$ cat config.mk
export PLATFORM = sky130hd
export DESIGN_NAME = apb_master
export DESIGN_NICKNAME = d
export VERILOG_FILES = /design/src/rtl/apb_pkg.sv /design/src/rtl/apb_master_tmo.sv /design/src/rtl/apb_master.sv
export SDC_FILE = /design/constraint.sdc
export NUM_CORES = 1
export LEC_CHECK = 0
export ABC_AREA = 1
export CORE_MARGIN = 1.5
export CORE_UTILIZATION = 40
export CTS_BUF_LIST = sky130_fd_sc_hd__clkbuf_8
export DETAILED_ROUTE_END_ITERATION = 12
export GPL_TIMING_DRIVEN = 0
export MAX_ROUTING_LAYER = met4
export PLACE_DENSITY = 0.78
export SLEW_MARGIN = 30
export SYNTH_ARGS = -nofsm -noshare
export SYNTH_HDL_FRONTEND = slang
export SYNTH_SLANG_ARGS = --single-unit
$ cat constraint.sdc
create_clock -name clk -period 2.47 [get_ports clk]
set_input_delay 0.494 -clock clk [delete_from_list [all_inputs] [get_ports clk]]
set_output_delay 0.494 -clock clk [all_outputs]
set_load 0.01 [all_outputs]
$ cat src/rtl/apb_pkg.sv
`default_nettype none
// ============================================================================
// Module      : apb_pkg
// Description : Shared state encoding, command field offsets and default
//               widths for the APB initiator.
// Revision    : 1.0 - initial release
// ============================================================================
package apb_pkg;

    // Default widths shared by the initiator and its sub-blocks
    localparam int DEF_DATA_WIDTH = 32;
    localparam int DEF_ADDR_WIDTH = 12;
    localparam int DEF_CMD_WIDTH  = DEF_DATA_WIDTH + DEF_ADDR_WIDTH + 1;
    localparam int DEF_NSLV       = 2;
    localparam int DEF_TIMEOUT    = 16;

    // Command word layout {write, addr, wdata} at the default widths
    localparam int WR_BIT   = DEF_CMD_WIDTH - 1;
    localparam int ADDR_LSB = DEF_DATA_WIDTH;

    // Transfer state machine encoding
    typedef logic [1:0] apb_state_t;
    localparam apb_state_t c_st_idle   = 2'd0;
    localparam apb_state_t c_st_setup  = 2'd1;
    localparam apb_state_t c_st_access = 2'd2;
    localparam apb_state_t c_st_resp   = 2'd3;

endpackage
`default_nettype wire

$ cat src/rtl/apb_master_tmo.sv
`default_nettype none
// ============================================================================
// Module      : apb_master_tmo
// Description : ACCESS-phase wait counter. Cleared when a transfer starts,
//               counts enabled cycles and saturates at TIMEOUT, flagging
//               expiry once the limit is reached.
// Revision    : 1.0 - initial release
// ============================================================================
module apb_master_tmo
    import apb_pkg::*;
#(
    parameter int TIMEOUT = DEF_TIMEOUT
) (
    input  logic clk,
    input  logic rstn,
    input  logic clear,
    input  logic enable,
    output logic expired
);

    localparam int c_cnt_w = $clog2(TIMEOUT + 1);
    localparam logic [c_cnt_w-1:0] c_limit = c_cnt_w'(TIMEOUT);

    logic [c_cnt_w-1:0] r_cnt;
    logic               w_at_limit;

    assign w_at_limit = (r_cnt == c_limit);
    assign expired    = w_at_limit;

    // Count ACCESS cycles, holding at the limit so the counter never wraps
    always_ff @(posedge clk or negedge rstn) begin
        if (!rstn) begin
            r_cnt <= '0;
        end else if (clear) begin
            r_cnt <= '0;
        end else if (enable && !w_at_limit) begin
            r_cnt <= r_cnt + 1'b1;
        end
    end

endmodule
`default_nettype wire

$ cat src/rtl/apb_master.sv
`default_nettype none
// ============================================================================
// Module      : apb_master
// Description : Single-outstanding APB initiator. Takes a packed command
//               {write, addr, wdata} on a valid/ready port, decodes the slave
//               from the top address bits, runs SETUP/ACCESS with wait-state
//               and timeout handling, and returns data/status on a
//               valid/ready response port.
// Revision    : 1.0 - initial release
// ============================================================================
module apb_master
    import apb_pkg::*;
#(
    parameter int DATA_WIDTH = DEF_DATA_WIDTH,
    parameter int ADDR_WIDTH = DEF_ADDR_WIDTH,
    parameter int CMD_WIDTH  = DATA_WIDTH + ADDR_WIDTH + 1,
    parameter int NSLV       = DEF_NSLV,
    parameter int SEL_BITS   = $clog2(NSLV),
    parameter int TIMEOUT    = DEF_TIMEOUT
) (
    input  logic                       clk,
    input  logic                       rstn,
    input  logic                       cmd_valid,
    output logic                       cmd_ready,
    input  logic [CMD_WIDTH-1:0]       cmd_data,
    output logic                       rsp_valid,
    input  logic                       rsp_ready,
    output logic [DATA_WIDTH-1:0]      rsp_rdata,
    output logic                       rsp_err,
    output logic [NSLV-1:0]            psel,
    output logic                       penable,
    output logic                       pwrite,
    output logic [ADDR_WIDTH-1:0]      paddr,
    output logic [DATA_WIDTH-1:0]      pwdata,
    input  logic [NSLV*DATA_WIDTH-1:0] prdata,
    input  logic [NSLV-1:0]            pready
);

    localparam int c_wr_bit   = CMD_WIDTH - 1;
    localparam int c_addr_lsb = DATA_WIDTH;

    apb_state_t            r_state;
    logic [SEL_BITS-1:0]   r_idx;

    logic                  w_cmd_write;
    logic [ADDR_WIDTH-1:0] w_cmd_addr;
    logic [DATA_WIDTH-1:0] w_cmd_wdata;
    logic [SEL_BITS-1:0]   w_cmd_idx;
    logic                  w_sel_ready;
    logic [DATA_WIDTH-1:0] w_sel_rdata;
    logic                  w_tmo_expired;
    logic [DATA_WIDTH-1:0] w_prdata_arr [NSLV];

    // Command field split and slave decode from the top address bits
    assign w_cmd_write = cmd_data[c_wr_bit];
    assign w_cmd_addr  = cmd_data[c_addr_lsb +: ADDR_WIDTH];
    assign w_cmd_wdata = cmd_data[DATA_WIDTH-1:0];
    assign w_cmd_idx   = w_cmd_addr[ADDR_WIDTH-1 -: SEL_BITS];

    assign cmd_ready   = (r_state == c_st_idle);

    // Per-slave read data view so the selected slice is a plain index
    for (genvar gi = 0; gi < NSLV; gi++) begin : g_rd_slice
        assign w_prdata_arr[gi] = prdata[gi*DATA_WIDTH +: DATA_WIDTH];
    end

    assign w_sel_ready = pready[r_idx];
    assign w_sel_rdata = w_prdata_arr[r_idx];

    // Timeout counter only exists when a non-zero limit is configured
    if (TIMEOUT > 0) begin : g_tmo_on
        apb_master_tmo #(
            .TIMEOUT (TIMEOUT)
        ) u_tmo (
            .clk     (clk),
            .rstn    (rstn),
            .clear   ((r_state == c_st_idle) && cmd_valid),
            .enable  (r_state == c_st_access),
            .expired (w_tmo_expired)
        );
    end else begin : g_tmo_off
        assign w_tmo_expired = 1'b0;
    end

    // Transfer sequencer; every APB and response output is registered here
    always_ff @(posedge clk or negedge rstn) begin
        if (!rstn) begin
            r_state   <= c_st_idle;
            r_idx     <= '0;
            psel      <= '0;
            penable   <= 1'b0;
            pwrite    <= 1'b0;
            paddr     <= '0;
            pwdata    <= '0;
            rsp_valid <= 1'b0;
            rsp_rdata <= '0;
            rsp_err   <= 1'b0;
        end else begin
            case (r_state)
                c_st_idle: begin
                    if (cmd_valid) begin
                        pwrite  <= w_cmd_write;
                        paddr   <= w_cmd_addr;
                        pwdata  <= w_cmd_wdata;
                        r_idx   <= w_cmd_idx;
                        psel    <= NSLV'(1) << w_cmd_idx;
                        penable <= 1'b0;
                        r_state <= c_st_setup;
                    end
                end
                c_st_setup: begin
                    penable <= 1'b1;
                    r_state <= c_st_access;
                end
                c_st_access: begin
                    // A ready slave wins over a coincident timeout
                    if (w_sel_ready) begin
                        rsp_rdata <= pwrite ? '0 : w_sel_rdata;
                        rsp_err   <= 1'b0;
                        psel      <= '0;
                        penable   <= 1'b0;
                        rsp_valid <= 1'b1;
                        r_state   <= c_st_resp;
                    end else if (w_tmo_expired) begin
                        rsp_rdata <= '0;
                        rsp_err   <= 1'b1;
                        psel      <= '0;
                        penable   <= 1'b0;
                        rsp_valid <= 1'b1;
                        r_state   <= c_st_resp;
                    end
                end
                c_st_resp: begin
                    if (rsp_ready) begin
                        rsp_valid <= 1'b0;
                        r_state   <= c_st_idle;
                    end
                end
                default: begin
                    r_state <= c_st_idle;
                end
            endcase
        end
    end

endmodule
`default_nettype wire
# Yosys cells after proc, flatten, opt, wreduce, memory -nomap -nowiden
# Index checks and enable logic that the tools add are counted.
[classes] addsub=1 order_cmp=2 n_eq_ne=7 shift=1 n_mux=28 bitwise=1 n_reduce_logical=15
[ops] op="32-bit two-way mux" n=6
[ops] op="2-bit two-way mux" n=7
[ops] op="3-bit AND reduction" n=4
[ops] op="5-bit two-way mux" n=2
[ops] op="1-bit two-way mux" n=9
[ops] op="2-bit one-hot mux with 4 select lines" n=1
[ops] op="2-bit nonzero test" n=4
[ops] op="5-bit by 1-bit adder with 5-bit output (second input constant)" n=1
[ops] op="5-bit equality test (second input constant)" n=1
[ops] op="2-bit equality test (second input constant)" n=2
[ops] op="2-bit != test (second input constant)" n=2
[ops] op="2-bit one-hot mux with 2 select lines" n=1
[ops] op="2-bit AND reduction" n=2
[ops] op="3-bit != test (second input constant)" n=1
[ops] op="1-bit one-hot mux with 3 select lines" n=1
[ops] op="3-bit nonzero test" n=1
[ops] op="2-bit by 1-bit equality test with 1-bit output (second input constant)" n=1
[ops] op="2-bit >= comparator (second input constant)" n=1
[ops] op="1-bit logical AND" n=2
[ops] op="2-bit logical NOT" n=1
[ops] op="1-bit by 2-bit < comparator with 1-bit output (second input constant)" n=1
[ops] op="1-bit NOT with 2-bit output" n=1
[ops] op="1-bit one-hot mux with 2 select lines" n=1
[ops] op="1-bit by 1-bit << shifter with 2-bit output (first input constant)" n=1
[ops] op="1-bit logical NOT" n=1
[totals] ff_bits=90 in_bits=115 out_inout_bits=83 word_cells=66

# Logic depth before layout (Yosys ltp)
[logic_depth] word_depth=6 depth_mapped=11 ltp_nobuf=10

# Hierarchy
# Synthesis repeated with hierarchy kept, for this count alone.
[hier_totals] cells_unflattened=530 hier_area_um2=4276.6
[by_module_without_submodules] module="apb_master" instances=1 cells_per_inst=489 area_per_inst_um2=3935.0 seq_area_each_um2=2102.0
[by_module_without_submodules] module="apb_master_tmo" instances=1 cells_per_inst=41 area_per_inst_um2=341.6 seq_area_each_um2=125.1

# Least setup slack after synthesis
# Ideal clock, no wire load.
[synth_path] path_kind="reg2reg" from="reg r_state[0]" to="reg paddr[0]" setup_time_ns=0.125 t_arrival_ns=1.445 required_ns=2.345 slack_ns=0.901 stages_incl_launch_ff=6 n_path_buf=1 synth_period_minus_slack_ns=1.569 path_cell_list="dfrtp_1 > inv_1 > ha_1 > nand2_1 > buf_2 > mux2_2"
[synth_between] elab_chain_len=2
[synth_rtl] item="start, declared" line_no="apb_master.sv:42" source="apb_state_t r_state;"
[synth_rtl] item="start signal, assigned" line_no="apb_master.sv:88" source="r_state <= c_st_idle;"
[synth_rtl] item="start signal, assigned" line_no="apb_master.sv:108" source="r_state <= c_st_setup;"
[synth_rtl] item="start signal, assigned" line_no="apb_master.sv:113" source="r_state <= c_st_access;"
[synth_rtl] item="2-bit logical NOT"
[synth_rtl] item="named net cmd_ready" line_no="apb_master.sv:24" source="output logic cmd_ready,"
[synth_rtl] item="2-bit AND reduction (no source line)"
[synth_rtl] item="end signal, assigned" line_no="apb_master.sv:103" source="paddr <= w_cmd_addr;"
[synth_rtl] item="end, declared" line_no="apb_master.sv:33" source="output logic [ADDR_WIDTH-1:0] paddr,"
# The timed path passes the listed nets, and every way through them passes these cells.
# A chain may end at the register's enable or synchronous reset.

# Worst setup path in the final report
[layout_path] from="reg r_state[0]" to="out cmd_ready"
[layout_between] elab_chain_len=1
[layout_rtl] item="2-bit logical NOT" line_no="apb_master.sv:60" source="assign cmd_ready = (r_state == c_st_idle);"
[layout_rtl] item="end, declared" line_no="apb_master.sv:24"
# No other way between the ends.

==> reports/metrics.csv <==
stage,metric,value,unit
worst_hold_path,classification of the worst-slack hold path,flop to flop,
final_layout,proportion of layout cells with a drive suffix above 1,0.1651,
power,clock power share,0.150,
power,Comb pwr share,0.523,
placed_design,worst slack at placement,0.4190,ns
route,Vias per Instance,4.721,
cts,count of cells resized by post-cts repair,0,
final_layout,multi-input logic area,1705,um^2
timing,fmax,0.4603,GHz
timing,"Slew Viols, Final",0,
grt,total congestion overflow,0,
synth,summed instance area of the synthesized netlist,4159,um^2
grt,total global routing track utilization,0.2067,
route,mean routed wirelength per cell,13.98,um
die,Die Span Y,105.0,um
placed_design,placer congestion estimate,0.8077,
timing,RSZ-0062 raised after global routing,no,
power,P per Cell Area,1134,nW/um^2
grt,GR Util met3,0.04055,
route,via count,3701,
run,count of maximum capacitance violations,0,
timing,Worst slew margin,0.6493,
power,leakage component of the power,2.981,nW
critical_path,required time of the worst setup path,1.98,ns
run_status,status,finished clean,
critical_path,Critical Path Start Type,flop,
grt,peak-usage layer in the global routing report,met2,
timing,final worst-path cycle share,0.8795,
grt,GR met2 Demand/Resource,0.3571,
final_layout,FILL cells,846,
critical_path,crit-path max cell delay,0.56,ns
critical_path,critical path arrival,1.68,ns
timing,maximum clock skew at final layout,0.01189,ns
synth,count of unique library cells instantiated by Yosys,26,
cts,Clock Path Buffers,2,
die,die span in x,105.0,um
critical_path,chain of cells forming the critical path,inv_1 > ha_1 > clkdlybuf4s50_1,
power,sequential share of power,0.327,
power,highest ir drop seen on vdd,0.6638,mV
power,cell-internal power,4.736,mW
cts,clock sink count,89,
route,ANT nets after route,0,
timing,setup-violating endpoint count in the final report,0,
cts,Clock transition at path regs,0.10,ns
die,total core area,10180,um^2
synth,Syn Inst Count,433,
synth,sequential share of the synthesized area,0.5355,
timing,"Worst Setup Slack, final",0.2976,ns
critical_path,Worst Path Max Fanout,4,
critical_path,CP Class,flop to output pin,
cts,number of buffers created by CTS,9,
grt,global-route wire length before repair,17.89,mm
placed_design,quantity of I/O buffers inserted on ports,197,
final_layout,Seq. cell area,2227,um^2
grt,initial antenna violation count,0,
final_layout,Finished Layout Cells,784,
critical_path,kind of capture point of the worst setup path,output pin,
power,Pwr Total,7.443,mW
cts,number of H-tree levels,3,
die,DIE AREA,11020,um^2
route,first-iteration detailed-routing DRC count,168,
synth,post-synthesis average cell area,9.605,um^2
cts,clk_lat worst skew,0.35,ns
synth,count of warnings emitted by yosys,0,
critical_path,CP max stage cell,clkdlybuf4s50_1,
final_layout,final net count,764,
power,switching share of power,0.3638,
die,Site Rows,37,
final_layout,synthesis-to-layout area growth,57.82,%
synth,Yosys reg bits,89,
timing,final hold violations,0,
grt,pin count of the biggest net entering global routing,70,
route,detailed-routing iteration count for the pre-antenna-repair pass,4,
power,power dissipated by switching net loads,2.708,mW
placed_design,sum of net half-perimeters after detailed placement,8.394,mm
grt,via count of the first global-routing pass,3804,
route,final WL,10.96,mm
cts,TritonCTS clock tree,done,
final_layout,antenna diode count,0,
die,starting density of the core,0.4084,
grt,global routing usage on met1,0.2363,
cts,buffer cell driving the clock tree root,clkbuf_8,
synth,Syn Nets,554,
timing,Final Critical Period,2.172,ns
die,top-level port count,198,
route,Remaining DRCs,0,
timing,worst slew pin tran,0.5261,ns
placed_design,Placed Instances,767,
## cells by family (layout without fill, tap and decap cells)
family,Yosys count,in the layout,synth area share
XOR/XNOR,1,1,0.002106
AND/OR/NAND/NOR,212,212,0.2031
flip-flops,89,89,0.5355
buffers and inverters,40,255,0.05445
multiplexers,44,44,0.1191
AO/OA/AOI/OAI,41,41,0.06769
adder cells (fa/ha/maj),6,6,0.01805
## repair_timing
action,CTS,global route
hold buffers,1,0
buffers inserted,0,0
hold endpoints to repair,20,0
## power by group through the flow
stage	Clock, mW	Combinational, mW	Sequential (mW)
6_report	1.12	3.89	2.43
5_1_grt	1.20	4.23	2.52
4_1_cts	1.15	3.93	2.44
3_5_place_dp	0	3.91	2.46
3_3_place_gp	0	3.81	2.42
2_1_floorplan	0	1.75	2.72
## cells in the mapped netlist (all sizes together)
master    n  area share
a21oi     1      0.0012
buf      18       0.034
clkbuf    6      0.0057
dfrtp    89        0.54
ha        6       0.018
inv      16       0.015
mux2     44        0.12
nand2   191        0.18
nand3     9       0.011
nand4     3      0.0045
nor2      8      0.0090
o211ai    1      0.0018
o21ai    38       0.063
o21bai    1      0.0018
or2       1      0.0015
xor2      1      0.0021
## state kept, by name (all words and copies together), names as in the netlist
signal and flops:
r_state 2, pwdata 32, pwrite 1, penable 1
rsp_err 1, g_tmo_on.u_tmo.r_cnt 5, paddr 12, rsp_rdata 32
psel 2, rsp_valid 1
## per-stage QoR
stage | TNS, ns | utilization | cell area [um^2] | hold WS, ns
global route | 0 | 0.6445 | 6564 | 0.5172
global placement | -202.99 | 0.6187 | 6301 | 0.4567
detailed placement | 0 | 0.6215 | 6330 | 0.3546
finish | 0 | 0.6445 | 6564 | 0.4907
CTS | 0 | 0.6445 | 6564 | 0.4920
floorplan | 0 | - | 4159 | 0.1984
## critical path: cells and delay by family, from the launching register on
family                     cells  cell delay (ns)
adders and majority gates      1             0.24
DFF                            1             0.43
buffers and inverters          2             0.66
## layer usage
metal / vias up / share of wire
li1: 1805 / -
met1: 1752 / 0.42
met2: 114 / 0.51
met3: 30 / 0.047
met4: 0 / 0.032
met5: - / 0
## worst paths after layout
kind,cells after the start,slack (ns),endpoint,start
setup reg to reg,5,0.62,paddr[7]$_DFFE_PN0P_,r_state[0]$_DFFE_PN0P_
hold reg to reg,2,0.49,rsp_err$_DFFE_PN0P_,rsp_err$_DFFE_PN0P_
setup / recovery,3,0.30,cmd_ready,r_state[0]$_DFFE_PN0P_
min in group asynchronous,2,0.55,pwdata[12]$_DFFE_PN0P_,rstn
hold / removal,2,0.49,rsp_err$_DFFE_PN0P_,rsp_err$_DFFE_PN0P_
max in group asynchronous,3,1.32,rsp_rdata[1]$_DFFE_PN0P_,rstn
## final cells by class
class / instances / share of cell area
Buffer: 24 / 0.02497
Tap cell: 136 / 0.02592
Timing Repair Buffer: 199 / 0.3063
Multi-Input combinational cell: 304 / 0.2598
Sequential cell: 89 / 0.3393
Clock inverter: 7 / 0.01525
Inverter: 16 / 0.009531
Clock buffer: 9 / 0.01887
## placed cells by master, fill, tap and decap left out
master,n
clkdlybuf4s50_1,196
nand2_1,187
dfrtp_1,89
mux2_2,44
o21ai_2,19
inv_1,15
o21ai_1,11
buf_2,10
nand3_1,9
clkbuf_8,9
o21ai_0,8
nor2_1,7
buf_6,7
ha_1,6
clkbuf_1,5
nand4_1,3
inv_6,3
nand2_4,2
nand2_2,2
bufinv_16,2
inv_4,1
or2_2,1
buf_8,1
nor2_4,1
o21bai_1,1
xor2_1,1
a21oi_1,1
clkbuf_2,1
o211ai_1,1
buf_4,1
clkinv_4,1
clkinv_2,1
dlygate4sd3_1,1
buf_16,1
Power figures use the tool's default switching activity.
